File: src/rtl/alu_pipe.sv
// Registered WIDTH-bit ALU with valid/ready handshakes and status flags.
// Single-cycle ops complete on the accept edge; MUL iterates one shift-add step per cycle.
module alu_pipe #(
    parameter int WIDTH  = 8,
    parameter bit MUL_EN = 1'b1
) (
    input  logic             clk,
    input  logic             rst,
    input  logic             in_valid,
    output logic             in_ready,
    input  logic [WIDTH-1:0] input_a,
    input  logic [WIDTH-1:0] input_b,
    input  logic [3:0]       alu_op,
    output logic             out_valid,
    input  logic             out_ready,
    output logic [WIDTH-1:0] result,
    output logic             flag_zero,
    output logic             flag_carry,
    output logic             flag_ovf,
    output logic             flag_neg
);
    localparam int SW = $clog2(WIDTH);

    typedef enum logic [1:0] {
        S_IDLE = 2'd0,
        S_BUSY = 2'd1,
        S_DONE = 2'd2
    } state_t;

    state_t             r_state;
    state_t             w_state_nxt;
    logic [SW-1:0]      r_cnt;
    logic [2*WIDTH-1:0] r_mcand;
    logic [2*WIDTH-1:0] r_acc;
    logic [WIDTH-1:0]   r_mplier;
    logic               r_out_valid;
    logic [WIDTH-1:0]   r_result;
    logic               r_zero;
    logic               r_carry;
    logic               r_ovf;
    logic               r_neg;

    logic               w_in_ready;
    logic               w_accept;
    logic               w_is_mul;
    logic               w_last;
    logic [WIDTH:0]     w_sum;
    logic [WIDTH:0]     w_diff;
    logic [SW-1:0]      w_shamt;
    logic [WIDTH-1:0]   w_res;
    logic               w_carry;
    logic               w_ovf;
    logic [2*WIDTH-1:0] w_acc_nxt;

    assign w_accept  = in_valid && w_in_ready;
    assign w_is_mul  = MUL_EN && (alu_op == 4'b1010);
    assign w_sum     = {1'b0, input_a} + {1'b0, input_b};
    assign w_diff    = {1'b0, input_a} - {1'b0, input_b};
    assign w_shamt   = input_b[SW-1:0];
    assign w_acc_nxt = r_acc + (r_mplier[0] ? r_mcand : {(2*WIDTH){1'b0}});
    assign w_last    = (r_cnt == SW'(WIDTH - 1));

    // in_ready depends only on state, out_ready and reset, never on in_valid
    always_comb begin
        w_in_ready = 1'b0;
        if (rst) begin
            w_in_ready = 1'b0;
        end else begin
            case (r_state)
                S_IDLE:  w_in_ready = 1'b1;
                S_DONE:  w_in_ready = out_ready;
                default: w_in_ready = 1'b0;
            endcase
        end
    end

    // Single-cycle result and flags; MUL and undefined opcodes fall to the zero default
    always_comb begin
        w_res   = {WIDTH{1'b0}};
        w_carry = 1'b0;
        w_ovf   = 1'b0;
        case (alu_op)
            4'b0000: begin
                w_res   = w_sum[WIDTH-1:0];
                w_carry = w_sum[WIDTH];
                w_ovf   = (input_a[WIDTH-1] == input_b[WIDTH-1]) && (w_sum[WIDTH-1] != input_a[WIDTH-1]);
            end
            4'b0001: begin
                w_res   = w_diff[WIDTH-1:0];
                w_carry = w_diff[WIDTH];
                w_ovf   = (input_a[WIDTH-1] != input_b[WIDTH-1]) && (w_diff[WIDTH-1] != input_a[WIDTH-1]);
            end
            4'b0010: w_res = input_a & input_b;
            4'b0011: w_res = input_a | input_b;
            4'b0100: w_res = input_a ^ input_b;
            4'b0101: w_res = ~input_a;
            4'b0110: w_res = input_a << w_shamt;
            4'b0111: w_res = input_a >> w_shamt;
            4'b1000: w_res = {{(WIDTH-1){1'b0}}, (input_a == input_b)};
            4'b1001: w_res = {{(WIDTH-1){1'b0}}, ($signed(input_a) < $signed(input_b))};
            default: w_res = {WIDTH{1'b0}};
        endcase
    end

    // Next-state logic; a DONE-state accept behaves exactly like an IDLE accept
    always_comb begin
        w_state_nxt = r_state;
        case (r_state)
            S_IDLE, S_DONE: begin
                if (w_accept) begin
                    w_state_nxt = w_is_mul ? S_BUSY : S_DONE;
                end else if ((r_state == S_DONE) && !out_ready) begin
                    w_state_nxt = S_DONE;
                end else begin
                    w_state_nxt = S_IDLE;
                end
            end
            S_BUSY:  w_state_nxt = w_last ? S_DONE : S_BUSY;
            default: w_state_nxt = S_IDLE;
        endcase
    end

    // State register
    always_ff @(posedge clk) begin
        if (rst) begin
            r_state <= S_IDLE;
        end else begin
            r_state <= w_state_nxt;
        end
    end

    // Multiplier iteration and registered result/flags
    always_ff @(posedge clk) begin
        if (rst) begin
            r_cnt       <= {SW{1'b0}};
            r_mcand     <= {(2*WIDTH){1'b0}};
            r_acc       <= {(2*WIDTH){1'b0}};
            r_mplier    <= {WIDTH{1'b0}};
            r_out_valid <= 1'b0;
            r_result    <= {WIDTH{1'b0}};
            r_zero      <= 1'b0;
            r_carry     <= 1'b0;
            r_ovf       <= 1'b0;
            r_neg       <= 1'b0;
        end else begin
            r_out_valid <= (w_state_nxt == S_DONE);
            if (w_accept && w_is_mul) begin
                r_cnt    <= {SW{1'b0}};
                r_mcand  <= {{WIDTH{1'b0}}, input_a};
                r_acc    <= {(2*WIDTH){1'b0}};
                r_mplier <= input_b;
            end else if (r_state == S_BUSY) begin
                r_cnt    <= r_cnt + SW'(1);
                r_mcand  <= r_mcand << 1;
                r_acc    <= w_acc_nxt;
                r_mplier <= r_mplier >> 1;
            end
            if (w_accept && !w_is_mul) begin
                r_result <= w_res;
                r_zero   <= (w_res == {WIDTH{1'b0}});
                r_carry  <= w_carry;
                r_ovf    <= w_ovf;
                r_neg    <= w_res[WIDTH-1];
            end else if ((r_state == S_BUSY) && w_last) begin
                r_result <= w_acc_nxt[WIDTH-1:0];
                r_zero   <= (w_acc_nxt[WIDTH-1:0] == {WIDTH{1'b0}});
                r_carry  <= |w_acc_nxt[2*WIDTH-1:WIDTH];
                r_ovf    <= 1'b0;
                r_neg    <= w_acc_nxt[WIDTH-1];
            end
        end
    end

    assign in_ready   = w_in_ready;
    assign out_valid  = r_out_valid;
    assign result     = r_result;
    assign flag_zero  = r_zero;
    assign flag_carry = r_carry;
    assign flag_ovf   = r_ovf;
    assign flag_neg   = r_neg;
endmodule

File: config.mk
export PLATFORM = sky130hd
export DESIGN_NAME = alu_pipe
export DESIGN_NICKNAME = d
export VERILOG_FILES = /design/src/rtl/alu_pipe.sv
export SDC_FILE = /design/constraint.sdc
export NUM_CORES = 1
export LEC_CHECK = 0
export ABC_CLOCK_PERIOD_IN_PS = 3450
export BUFFER_PORTS_ARGS = -buffer_cell sky130_fd_sc_hd__buf_2
export CELL_PAD_IN_SITES_DETAIL_PLACEMENT = 1
export CELL_PAD_IN_SITES_GLOBAL_PLACEMENT = 1
export CORE_ASPECT_RATIO = 2
export CORE_MARGIN = 4
export CORE_UTILIZATION = 43
export CTS_BUF_LIST = sky130_fd_sc_hd__clkbuf_8
export CTS_CLUSTER_SIZE = 10
export DETAILED_ROUTE_END_ITERATION = 8
export PLACE_DENSITY_LB_ADDON = 0.1
export SLEW_MARGIN = 10
export SYNTH_ARGS = -nofsm -noshare
export SYNTH_HDL_FRONTEND = slang
export SYNTH_SLANG_ARGS = --single-unit
File: constraint.sdc
create_clock -name clk -period 3.45 [get_ports clk]
set_input_delay 0.1725 -clock clk [delete_from_list [all_inputs] [get_ports clk]]
set_output_delay 0.1725 -clock clk [all_outputs]
set_load 0.02 [all_outputs]
==> results_tabular.tex, run 1 <==
\begin{tabular}{lr}
\hline
Metric & Value \\
\hline
\multicolumn{2}{l}{\textbf{Place}} \\
Detailed placer's ending HPWL & $\sim$16000 um \\
Port Buf Inserts & 37 \\
Instance area after placement & 5210 sq um \\
Post-Place Setup Slack & 0.317 ns \\
Placer congestion estimate & 0.992 \\
\multicolumn{2}{l}{\textbf{Synthesis}} \\
Syn Inst Count & 669 \\
Number of library cell types mapped by synthesis & 66 \\
Mean area per synthesized cell & 7.41 sq um \\
XOR/XNOR Fraction of Synth Area & roughly 2.5\% \\
Synth Area in Adders & about an eighth \\
Ys async rst share & 0\% \\
Most used flip-flop cell after synthesis & dfxtp\_1 \\
Share of the yosys chip area belonging to registers & 23.0\% \\
Number of enable-type register cells in the synthesized netlist & 0 \\
Fraction of the mapped netlist area in compound gates & 26.4\% \\
Number of nets produced by synthesis & 738 \\
Netlist Area Pre-Place & 4960 sq um \\
Area fraction in and, or, nand and nor cells after synthesis & between 20\% and 30\% \\
Synthesis Warnings & 0 \\
Register bit total from synthesis & 57 \\
Post-synthesis mux area share & roughly 4.6\% \\
Main combinational cell family by area after synthesis & compound AO/OA/AOI/OAI gates \\
\multicolumn{2}{l}{\textbf{Route}} \\
Via-to-Cell Ratio & about 6.2 \\
Per-cell routed wire length & roughly 23 um \\
Count of TritonRoute iterations in the first routing pass & 4 \\
Detailed route wirelength on metal3 & 532 um \\
Via count of the routed design & 5188 \\
Iteration-0 DRC Markers & about 220 \\
Met1 layer wirelength in the final routing & between 6000 and 7000 um \\
Detailed route wirelength on metal2 & 10800 um \\
Final WL & around 19000 um \\
Detail Route Antenna Nets & 0 \\
Remaining design rule violation count & 0 \\
Uppermost layer routed & met4 \\
\multicolumn{2}{l}{\textbf{Global routing}} \\
Total global routing overflow & 0 \\
Initial antenna violation count & 0 \\
Number of global-route vias before repair & $\sim$5600 \\
First-pass GRT wire length & a little over 30000 um \\
Largest net degree at the start of global routing & 47 \\
Total track usage & 29.4\% \\
\multicolumn{2}{l}{\textbf{CTS}} \\
Number of clock buffers inserted by TritonCTS & 9 \\
CTS Hold Bufs & 0 \\
Reg clk slew, reported paths & 0.07 ns \\
Root buffer selected by CTS & clkbuf\_8 \\
Clock latency on the worst-skew pair & approximately 0.35 ns \\
H-Tree Level Count & 3 \\
TritonCTS clock tree & built \\
Number of buffers added for setup after CTS & 0 \\
CTS-repair resized insts & 0 \\
Bufs on Longest Clock Path & 2 \\
TritonCTS sink count & 57 \\
\multicolumn{2}{l}{\textbf{Setup path}} \\
Longest individual stage delay on the worst path & 0.55 ns \\
Setup crit start kind & flop \\
Data required, critical path & around 3.7 ns \\
Worst setup EP type & flop \\
Class of the most critical setup path & flop to flop \\
Slowest cell on crit path & dfxtp\_1 \\
Signal arrival time at the worst endpoint & 3.39 ns \\
Worst-path fanout max & 17 \\
Cell chain of the critical path & and2\_1, ha\_1, inv\_1, fa\_1, nand2b\_1, a21oi\_1, a31oi\_1, a21oi\_1, xor2\_1, a2111o\_1, nor4\_1, a31oi\_1 \\
\multicolumn{2}{l}{\textbf{Run}} \\
Number of max-capacitance violations reported & 0 \\
\multicolumn{2}{l}{\textbf{Floorplan}} \\
Initial cell density of the core & between 40 and 50\% \\
Area of the placeable core & $\sim$11000 sq um \\
Die Footprint & approximately 13000 sq um \\
Cell Rows & 55 \\
Die height & between 150 and 200 um \\
Die span in x & 83.9 um \\
Num ports & 38 \\
\multicolumn{2}{l}{\textbf{Layout}} \\
Fillers & 1473 \\
Fraction of final layout cells sized beyond drive strength 1 & a little under an eighth \\
Final \#Nets & around 760 \\
Final design instance area without fill & between 5000 and 6000 sq um \\
End-of-flow core utilization & 48.3\% \\
Most frequent cells in the layout & nand2\_1 (102), a21oi\_1 (82), nor2\_1 (61) \\
Number of antenna cells inserted & 0 \\
Most common cell after layout, fill and taps aside & nand2\_1 \\
Layout overhead on the synthesized area & 9.94\% \\
\multicolumn{2}{l}{\textbf{STA}} \\
FMAX & roughly 0.32 GHz \\
Min cycle time layout & roughly 3.2 ns \\
Final worst-path setup slack & roughly 0.28 ns \\
Unrepaired setup endpoints after global routing & no \\
Worst Tran Pin Value & slightly above 0.8 ns \\
Final slew viol count & 0 \\
Clock Skews & 0.00720 ns \\
Normalized max-slew margin & about 44\% \\
Period utilisation layout & about 90\% \\
Hold Fails Final Rpt & 0 \\
Setup Viol. Count Final & 0 \\
Setup TNS after final layout & 0 ns \\
\multicolumn{2}{l}{\textbf{Pwr}} \\
Total power per unit cell area & 334 nW/um\^{}2 \\
Leakage power of the design & around 2.2 nW \\
Max rail drop VDD & 0.253 mV \\
\multicolumn{2}{l}{\textbf{Worst hold path}} \\
Worst min-delay path category & input port to flop \\
\multicolumn{2}{l}{\textbf{Outcome}} \\
Status & completed \\
\hline
\end{tabular}
==> path summary, 6_finish.rpt <==
path,start,slack (ns),end,cells past startpoint
worst max-delay path,r_mplier[0]$_SDFFE_PP0P_,0.28,flag_carry$_SDFFE_PP0P_,12
worst min-delay path,input_b[7],0.1,r_mplier[7]$_SDFFE_PP0P_,3
worst max register to register,r_mplier[0]$_SDFFE_PP0P_,0.28,flag_carry$_SDFFE_PP0P_,12
worst min register to register,r_acc[2]$_SDFFE_PP0N_,0.46,r_acc[2]$_SDFFE_PP0N_,2
==> per-stage QoR <==
step	instances	hold WS, ns	power [mW]
global route	833	0.105	1.89
finish	833	0.0970	1.82
detailed placement	817	0.456	1.08
CTS	833	0.0849	1.83
floorplan	669	0.309	0.946
global placement	817	0.446	1.07
==> layout make-up <==
| type | count | area [sq um] | share of cell area, % |
|---|---|---|---|
| clock buffers | 12 | 165 | 3.03 |
| clock inverters | 4 | 73.8 | 1.35 |
| inverters | 32 | 120 | 2.20 |
| multi-input cells | 536 | 3490 | 64.0 |
| flip-flops and latches | 57 | 1140 | 20.9 |
| well taps | 142 | 178 | 3.26 |
| repair buffers | 50 | 283 | 5.19 |
==> sequential cells by signal, summed over array words and instances, names as in the netlist <==
| name | cells |
|---|---|
| r_cnt | 3 |
| r_state | 2 |
| flag_ovf | 1 |
| r_acc | 16 |
| result | 8 |
| flag_carry | 1 |
| out_valid | 1 |
| r_mcand | 16 |
| flag_zero | 1 |
| r_mplier | 8 |
==> layer usage <==
metal / global-route usage, % / vias to the layer above
met3: 3.46 / 97
met5: 0 / -
met2: 55.9 / 147
met1: 25.7 / 2513
met4: 26.8 / 0
li1: - / 2431
==> Yosys cell counts, types with 3 or more instances <==
| cell | number | share of area, % |
|---|---|---|
| a211oi_1 | 14 | 2.1 |
| a21o_1 | 4 | 0.61 |
| a21oi_1 | 82 | 8.3 |
| a221oi_1 | 5 | 0.88 |
| a22oi_1 | 14 | 2.1 |
| a311oi_1 | 7 | 1.2 |
| a31oi_1 | 6 | 0.76 |
| and2_1 | 17 | 2.1 |
| and3_1 | 7 | 0.88 |
| buf_2 | 14 | 1.4 |
| buf_4 | 4 | 0.61 |
| clkbuf_1 | 22 | 1.7 |
| dfxtp_1 | 57 | 23 |
| fa_1 | 3 | 1.2 |
| ha_1 | 42 | 11 |
| inv_1 | 31 | 2.3 |
| mux2i_1 | 8 | 1.6 |
| mux4_1 | 3 | 1.6 |
| mux4_2 | 3 | 1.4 |
| nand2_1 | 102 | 7.7 |
| nand2b_1 | 12 | 1.5 |
| nand3_1 | 9 | 0.91 |
| nand3b_1 | 4 | 0.61 |
| nand4_1 | 3 | 0.38 |
| nand4b_1 | 3 | 0.53 |
| nor2_1 | 61 | 4.6 |
| nor2b_1 | 12 | 1.5 |
| nor3_1 | 13 | 1.3 |
| nor4_1 | 7 | 0.88 |
| o2111ai_1 | 3 | 0.53 |
| o211ai_1 | 4 | 0.61 |
| o21ai_0 | 20 | 2.0 |
| o21ai_1 | 5 | 0.50 |
| o21bai_1 | 6 | 0.91 |
| o221ai_1 | 4 | 0.71 |
| o22ai_1 | 8 | 1.0 |
| xnor2_1 | 9 | 1.6 |
| xor2_1 | 5 | 0.88 |
==> kinds of logic (layout without fill, tap and decap cells) <==
family                     Yosys count  after routing
adders and majority gates           45             45
and+or+nand+nor                    261            261
AOI/OAI and AO/OA                  202            202
DFF                                 57             57
xor gates and xnor gates            14             14
muxes                               14             14
buffers and inverters               76             98
==> power by group <==
part	switching [mW]	internal, mW	total (mW)
combinational	0.260	0.136	0.396
sequential	0.00883	0.668	0.677
clock	0.280	0.466	0.746
==> worst max-delay path: cells and delay by family, from the launching register on <==
family	cells	cell delay [ns]
flops	1	0.55
compound gates	5	1.16
buf+inv	1	0.07
fa+ha+maj	2	0.59
simple gates	3	0.54
xor+xnor	1	0.12
Note: power is estimated with default switching activity, not from simulation.
==> run 2: changes to the inputs <==
Settings changed: CORE_UTILIZATION 43 to 46, SLEW_MARGIN 10 to default.
==> results_tabular.tex, run 2 (synthesis results as in run 1) <==
\begin{tabular}{lr}
\hline
Metric & Value \\
\hline
\multicolumn{2}{l}{\textbf{Outcome}} \\
Status & completed (unchanged) \\
\multicolumn{2}{l}{\textbf{Floorplan}} \\
Die height & 155 um (was 160 um) \\
Die Footprint & 12600 sq um (was 13400 sq um) \\
Die span in x & 81.4 um (was 83.9 um) \\
Num ports & 38 (unchanged) \\
Initial cell density of the core & 47.0\% (was 43.9\%) \\
Area of the placeable core & 10500 sq um (was 11300 sq um) \\
Cell Rows & 53 (was 55) \\
\multicolumn{2}{l}{\textbf{CTS}} \\
Number of clock buffers inserted by TritonCTS & 9 (unchanged) \\
H-Tree Level Count & 3 (unchanged) \\
TritonCTS clock tree & built (unchanged) \\
Clock latency on the worst-skew pair & 0.34 ns (was 0.35 ns) \\
CTS Hold Bufs & 0 (unchanged) \\
Bufs on Longest Clock Path & 2 (unchanged) \\
CTS-repair resized insts & 0 (unchanged) \\
Number of buffers added for setup after CTS & 0 (unchanged) \\
Reg clk slew, reported paths & 0.07 ns (about the same) \\
Root buffer selected by CTS & clkbuf\_8 (unchanged) \\
TritonCTS sink count & 57 (unchanged) \\
\multicolumn{2}{l}{\textbf{Layout}} \\
Most frequent cells in the layout & nand2\_1 (102), a21oi\_1 (82), nor2\_1 (61) (unchanged) \\
Fraction of final layout cells sized beyond drive strength 1 & 11.3\% (was 11.4\%) \\
Final \#Nets & 754 (was 755) \\
Top Registers & r\_acc x16, r\_mcand x16 (unchanged) \\
Layout overhead on the synthesized area & 9.46\% (was 9.94\%) \\
End-of-flow core utilization & 51.5\% (was 48.3\%) \\
Number of antenna cells inserted & 0 (unchanged) \\
Most common cell after layout, fill and taps aside & nand2\_1 (unchanged) \\
\multicolumn{2}{l}{\textbf{Global routing}} \\
First-pass GRT wire length & 31100 um (was 30400 um) \\
Initial antenna violation count & 0 (unchanged) \\
Total global routing overflow & 0 (unchanged) \\
Number of global-route vias before repair & 5700 (was 5556) \\
Largest net degree at the start of global routing & 47 (unchanged) \\
Total track usage & 33.4\% (was 29.4\%) \\
\multicolumn{2}{l}{\textbf{STA}} \\
Final slew viol count & 0 (unchanged) \\
Min cycle time layout & 3.12 ns (was 3.17 ns) \\
Hold Fails Final Rpt & 0 (unchanged) \\
Final worst-path setup slack & 0.327 ns (was 0.276 ns) \\
FMAX & 0.320 GHz (was 0.315 GHz) \\
Setup Viol. Count Final & 0 (unchanged) \\
Worst Tran Pin Value & 0.960 ns (was 0.826 ns) \\
Setup TNS after final layout & 0 ns (unchanged) \\
Period utilisation layout & 90.5\% (was 92.0\%) \\
Unrepaired setup endpoints after global routing & no (unchanged) \\
Normalized max-slew margin & 35.3\% (was 44.5\%) \\
Clock Skews & 0.00623 ns (was 0.00720 ns) \\
\multicolumn{2}{l}{\textbf{Worst hold path}} \\
Hold Crit Depth & 3 (unchanged) \\
Worst min-delay path category & input port to flop (unchanged) \\
\multicolumn{2}{l}{\textbf{Run}} \\
Number of max-capacitance violations reported & 0 (unchanged) \\
\multicolumn{2}{l}{\textbf{Place}} \\
Detailed placer's ending HPWL & 15900 um (was 15700 um) \\
Post-Place Setup Slack & 0.392 ns (was 0.317 ns) \\
Placer congestion estimate & 1.05 (was 0.992) \\
Port Buf Inserts & 37 (unchanged) \\
\multicolumn{2}{l}{\textbf{Pwr}} \\
Sum of internal, switching and leakage power & 1.80 mW (was 1.82 mW) \\
Max rail drop VDD & 0.279 mV (was 0.253 mV) \\
Leakage power of the design & 2.18 nW (was 2.19 nW) \\
Total power per unit cell area & 332 nW/um\^{}2 (was 334 nW/um\^{}2) \\
\multicolumn{2}{l}{\textbf{Setup path}} \\
Setup crit start kind & flop (unchanged) \\
Signal arrival time at the worst endpoint & 3.32 ns (was 3.39 ns) \\
Depth of the worst register-to-register path & 12 (unchanged) \\
Data required, critical path & 3.65 ns (was 3.67 ns) \\
Worst setup EP type & flop (unchanged) \\
Class of the most critical setup path & flop to flop (unchanged) \\
Worst-path fanout max & 3 (was 17) \\
\multicolumn{2}{l}{\textbf{Route}} \\
Via count of the routed design & 5271 (was 5188) \\
Final WL & 20100 um (was 19500 um) \\
Detail Route Antenna Nets & 0 (unchanged) \\
Remaining design rule violation count & 0 (unchanged) \\
Iteration-0 DRC Markers & 292 (was 217) \\
Count of TritonRoute iterations in the first routing pass & 5 (was 4) \\
Per-cell routed wire length & 24.3 um (was 23.4 um) \\
Via-to-Cell Ratio & 6.37 (was 6.23) \\
\hline
\end{tabular}
run 2: critical path, stage by stage (launching register included):
cell and delay [ns]:
dfxtp_1 0.35, and2_1 0.14, ha_1 0.21, inv_1 0.07
fa_1 0.40, nand2b_1 0.18, a21oi_1 0.28, a31oi_1 0.19
a21oi_1 0.26, xor2_1 0.18, a2111o_1 0.37, nor4_1 0.23
a31oi_1 0.12
run 2: final timing paths:
check	slack (ns)	end	startpoint
worst max-delay path	0.33	flag_carry$_SDFFE_PP0P_	r_mcand[0]$_SDFFE_PP0P_
worst min-delay path	0.12	r_mplier[7]$_SDFFE_PP0P_	input_b[7]
worst max register to register	0.33	flag_carry$_SDFFE_PP0P_	r_mcand[0]$_SDFFE_PP0P_
worst min register to register	0.46	r_mcand[15]$_SDFFE_PP0N_	r_mcand[15]$_SDFFE_PP0N_
run 2: per-stage QoR:
| step | instance area [sq um] | hold WS (ns) | std cells |
|---|---|---|---|
| after floorplan | 4960 | 0.309 | 669 |
| after global placement | 5200 | 0.443 | 811 |
| after detailed placement | 5200 | 0.455 | 811 |
| after CTS | 5430 | 0.101 | 827 |
| after global routing | 5430 | 0.132 | 827 |
| final | 5430 | 0.117 | 827 |
run 2: routing by layer:
| layer | GRT usage [%] | vias to the layer above | part of all wire, % |
|---|---|---|---|
| li1 | - | 2434 | - |
| met1 | 30.6 | 2571 | 32 |
| met2 | 57.6 | 168 | 53 |
| met3 | 6.18 | 98 | 3.5 |
| met4 | 33.0 | 0 | 12 |
| met5 | 0 | - | 0 |
run 2: final cells by class:
class	instances	area, sq um
Tap cell	137	171
Clock inverter	5	77.6
Clock buffer	11	151
Inverter	32	120
Sequential cell	57	1140
Timing Repair Buffer	49	275
Fill cell	1354	5120
Multi-Input combinational cell	536	3490
run 2: where the power goes:
group          total (mW)  switching (mW)  leakage (nW)  internal [mW]
logic               0.402           0.268          1.60          0.134
clock network       0.722           0.279         0.115          0.443
registers           0.677         0.00856         0.460          0.668
==> run 3: changes to the inputs <==
Settings changed: ABC_AREA from default to 1, CORE_UTILIZATION 46 to 44.
==> results_tabular.tex, run 3 <==
\begin{tabular}{lr}
\hline
Metric & Value \\
\hline
\multicolumn{2}{l}{\textbf{Layout}} \\
Top Registers & r\_acc x16, r\_mcand x16 (unchanged) \\
Most common cell after layout, fill and taps aside & nand2\_1 (unchanged) \\
Layout overhead on the synthesized area & 8.10\% (was 9.46\%) \\
Fillers & 1741 (was 1354) \\
Most frequent cells in the layout & nand2\_1 (320), inv\_1 (123), nor2\_1 (77), nand3\_1 (77), dfxtp\_1 (57) (was nand2\_1 (102), a21oi\_1 (82), nor2\_1 (61)) \\
Final \#Nets & 985 (was 754) \\
Seq. cell area & 1140 sq um (unchanged) \\
Fraction of final layout cells sized beyond drive strength 1 & 8.90\% (was 11.3\%) \\
Total area of multi-input combinational cells & 3460 sq um (was 3490 sq um) \\
Number of antenna cells inserted & 0 (unchanged) \\
\multicolumn{2}{l}{\textbf{STA}} \\
Setup TNS after final layout & 0 ns (unchanged) \\
FMAX & 0.353 GHz (was 0.320 GHz) \\
Unrepaired setup endpoints after global routing & no (unchanged) \\
Period utilisation layout & 82.2\% (was 90.5\%) \\
Final slew viol count & 0 (unchanged) \\
Min cycle time layout & 2.83 ns (was 3.12 ns) \\
Hold Fails Final Rpt & 0 (unchanged) \\
Final worst-path setup slack & 0.615 ns (was 0.327 ns) \\
Clock Skews & 0.00916 ns (was 0.00623 ns) \\
Worst Tran Pin Value & 0.600 ns (was 0.960 ns) \\
Setup Viol. Count Final & 0 (unchanged) \\
Post-Route Hold Slack & 0.126 ns (was 0.117 ns) \\
Normalized max-slew margin & 60.0\% (was 35.3\%) \\
\multicolumn{2}{l}{\textbf{Floorplan}} \\
Area of the placeable core & 11700 sq um (was 10500 sq um) \\
Die height & 163 um (was 155 um) \\
Die span in x & 85.4 um (was 81.4 um) \\
Num ports & 38 (unchanged) \\
Cell Rows & 56 (was 53) \\
Initial cell density of the core & 45.0\% (was 47.0\%) \\
Die Footprint & 13900 sq um (was 12600 sq um) \\
\multicolumn{2}{l}{\textbf{Route}} \\
Detail Route Antenna Nets & 0 (unchanged) \\
Via-to-Cell Ratio & 5.51 (was 6.37) \\
Remaining design rule violation count & 0 (unchanged) \\
Iteration-0 DRC Markers & 240 (was 292) \\
Final WL & 20900 um (was 20100 um) \\
Via count of the routed design & 5871 (was 5271) \\
Per-cell routed wire length & 19.6 um (was 24.3 um) \\
Count of TritonRoute iterations in the first routing pass & 4 (was 5) \\
\multicolumn{2}{l}{\textbf{Global routing}} \\
M3 GR Usage & 2.58\% (was 6.18\%) \\
Global-route track usage on met1 & 25.9\% (was 30.6\%) \\
Total track usage & 31.4\% (was 33.4\%) \\
First-pass GRT wire length & 33100 um (was 31100 um) \\
Number of global-route vias before repair & 6316 (was 5700) \\
Initial antenna violation count & 0 (unchanged) \\
GR met2 Demand/Resource & 63.8\% (was 57.6\%) \\
Total global routing overflow & 0 (unchanged) \\
Largest net degree at the start of global routing & 55 (was 47) \\
Busiest grt layer & met2 (unchanged) \\
\multicolumn{2}{l}{\textbf{CTS}} \\
CTS Hold Bufs & 0 (unchanged) \\
Clock latency on the worst-skew pair & 0.35 ns (was 0.34 ns) \\
Number of buffers added for setup after CTS & 0 (unchanged) \\
CTS-repair resized insts & 0 (unchanged) \\
TritonCTS clock tree & built (unchanged) \\
Reg clk slew, reported paths & 0.08 ns (was 0.07 ns) \\
Root buffer selected by CTS & clkbuf\_8 (unchanged) \\
H-Tree Level Count & 3 (unchanged) \\
TritonCTS sink count & 57 (unchanged) \\
Bufs on Longest Clock Path & 2 (unchanged) \\
Number of clock buffers inserted by TritonCTS & 9 (unchanged) \\
\multicolumn{2}{l}{\textbf{Setup path}} \\
Buffers \& Inverters on Critical Path & 3 (was 1) \\
Data required, critical path & 3.67 ns (was 3.65 ns) \\
Worst-path fanout max & 17 (was 3) \\
Longest individual stage delay on the worst path & 0.66 ns (was 0.40 ns) \\
Kind of cell adding the most delay to the critical path & simple AND/OR/NAND/NOR gates (was compound AO/OA/AOI/OAI gates) \\
Slowest cell on crit path & dfxtp\_1 (was fa\_1) \\
Class of the most critical setup path & flop to flop (unchanged) \\
Cell chain of the critical path & nand2\_1, inv\_1, ha\_1, inv\_1, fa\_1, inv\_1, nand3\_1, nand2\_1, nand2\_1, nand2\_1, xnor2\_1, nor2\_1, a211oi\_1, nor2\_1 (was and2\_1, ha\_1, inv\_1, fa\_1, nand2b\_1, a21oi\_1, a31oi\_1, a21oi\_1, xor2\_1, a2111o\_1, nor4\_1, a31oi\_1) \\
Most repeated library cell on the critical path & nand2\_1 \\
Signal arrival time at the worst endpoint & 3.05 ns (was 3.32 ns) \\
Setup crit start kind & flop (unchanged) \\
Worst setup EP type & flop (unchanged) \\
\multicolumn{2}{l}{\textbf{Synthesis}} \\
Synthesis Warnings & 0 (unchanged) \\
Biggest area consumer among synthesized cells & nand2\_1 (was dfxtp\_1) \\
Yosys top cell area share & 22.8\% (was 23.0\%) \\
Number of library cell types mapped by synthesis & 36 (was 66) \\
Register bit total from synthesis & 57 (unchanged) \\
Number of enable-type register cells in the synthesized netlist & 0 (unchanged) \\
Most used flip-flop cell after synthesis & dfxtp\_1 (unchanged) \\
Largest cells by area after synthesis & nand2\_1 (23\%), dfxtp\_1 (22\%), ha\_1 (10\%) (was dfxtp\_1 (23\%), ha\_1 (11\%), a21oi\_1 (8.3\%)) \\
Netlist Area Pre-Place & 5270 sq um (was 4960 sq um) \\
Number of nets produced by synthesis & 961 (was 738) \\
Cell with the most instances after synthesis & nand2\_1 (unchanged) \\
Syn Inst Count & 892 (was 669) \\
Commonest cells in the netlist & nand2\_1 (320), inv\_1 (123), nand3\_1 (77), nor2\_1 (77), dfxtp\_1 (57) (was nand2\_1 (102), a21oi\_1 (82), nor2\_1 (61)) \\
Share of the yosys chip area belonging to registers & 21.7\% (was 23.0\%) \\
Ys async rst share & 0\% (unchanged) \\
Mean area per synthesized cell & 5.91 sq um (was 7.41 sq um) \\
\multicolumn{2}{l}{\textbf{Pwr}} \\
Max rail drop VDD & 0.202 mV (was 0.279 mV) \\
Total power per unit cell area & 299 nW/um\^{}2 (was 332 nW/um\^{}2) \\
Leakage power of the design & 3.01 nW (was 2.18 nW) \\
Switching part of the total power & 34.5\% (was 30.8\%) \\
Sequential share of power & 39.8\% (was 37.6\%) \\
Switch Pwr & 0.586 mW (was 0.555 mW) \\
Power share of the clock group & 38.3\% (was 40.1\%) \\
Portion of total power attributed to combinational logic & 21.9\% (was 22.3\%) \\
Internal power & 1.11 mW (was 1.25 mW) \\
\multicolumn{2}{l}{\textbf{Run}} \\
Number of max-capacitance violations reported & 0 (unchanged) \\
\multicolumn{2}{l}{\textbf{Place}} \\
Port Buf Inserts & 37 (unchanged) \\
Detailed placer's ending HPWL & 17500 um (was 15900 um) \\
Placer congestion estimate & 0.979 (was 1.05) \\
Post-Place Setup Slack & 0.704 ns (was 0.392 ns) \\
\multicolumn{2}{l}{\textbf{Worst hold path}} \\
Worst min-delay path category & input port to flop (unchanged) \\
\multicolumn{2}{l}{\textbf{Outcome}} \\
Status & completed (unchanged) \\
\hline
\end{tabular}
==> run 3: cells by family after synthesis <==
kind of cell             after synthesis  share of synthesized area (%)
XOR/XNOR                              12                           2.00
AND/OR/NAND/NOR                      505                           39.9
adder cells (fa/ha/maj)               45                           11.1
flip-flops                            57                           21.7
AO/OA/AOI/OAI                        114                           12.7
buffers and inverters                159                           12.6
==> run 3: per-stage QoR <==
stage	instance area, sq um	std cells	power, mW	utilization, %
3_3_place_gp	5490	1050	1.05	46.9
6_report	5690	1066	1.70	48.7
3_5_place_dp	5490	1050	1.06	46.9
2_1_floorplan	5270	892	0.937	-
4_1_cts	5690	1066	1.71	48.7
5_1_grt	5690	1066	1.79	48.7
==> run 3: tightest hold or removal path, stage by stage <==
cell	delay (ns)
buf_2	0.12
nand2_1	0.07
a21oi_1	0.06
==> run 3: power by group through the flow <==
stage	sequential [mW]	clock, mW	combinational [mW]
6_report	0.677	0.651	0.373
5_1_grt	0.678	0.695	0.414
4_1_cts	0.677	0.664	0.373
3_5_place_dp	0.692	0	0.370
3_3_place_gp	0.692	0	0.359
2_1_floorplan	0.697	0	0.240
==> run 3: layout make-up <==
cell class / instances / area share (%)
clock buffer: 9 / 2.18
timing repair buffer: 40 / 3.65
inverter: 132 / 8.75
clock inverter: 7 / 1.38
tap: 145 / 3.19
sequential: 57 / 20.0
multi-input combinational: 676 / 60.8
==> run 3: routing by layer <==
layer	vias up	part of all wire [%]
met2	142	58
li1	2877	-
met1	2775	31
met3	77	2.0
met5	-	0
met4	0	8.5
==> run 3: path summary, 6_finish.rpt <==
| check | start | cells past startpoint | end | slack [ns] |
|---|---|---|---|---|
| max reg2reg | r_mplier[0]$_SDFFE_PP0P_ | 14 | result[6]$_SDFFE_PP0P_ | 0.62 |
| min reg2reg | flag_ovf$_SDFFE_PP0P_ | 2 | flag_ovf$_SDFFE_PP0P_ | 0.47 |
| min | input_b[7] | 3 | r_mplier[7]$_SDFFE_PP0P_ | 0.13 |
| max | r_mplier[0]$_SDFFE_PP0P_ | 14 | result[6]$_SDFFE_PP0P_ | 0.62 |
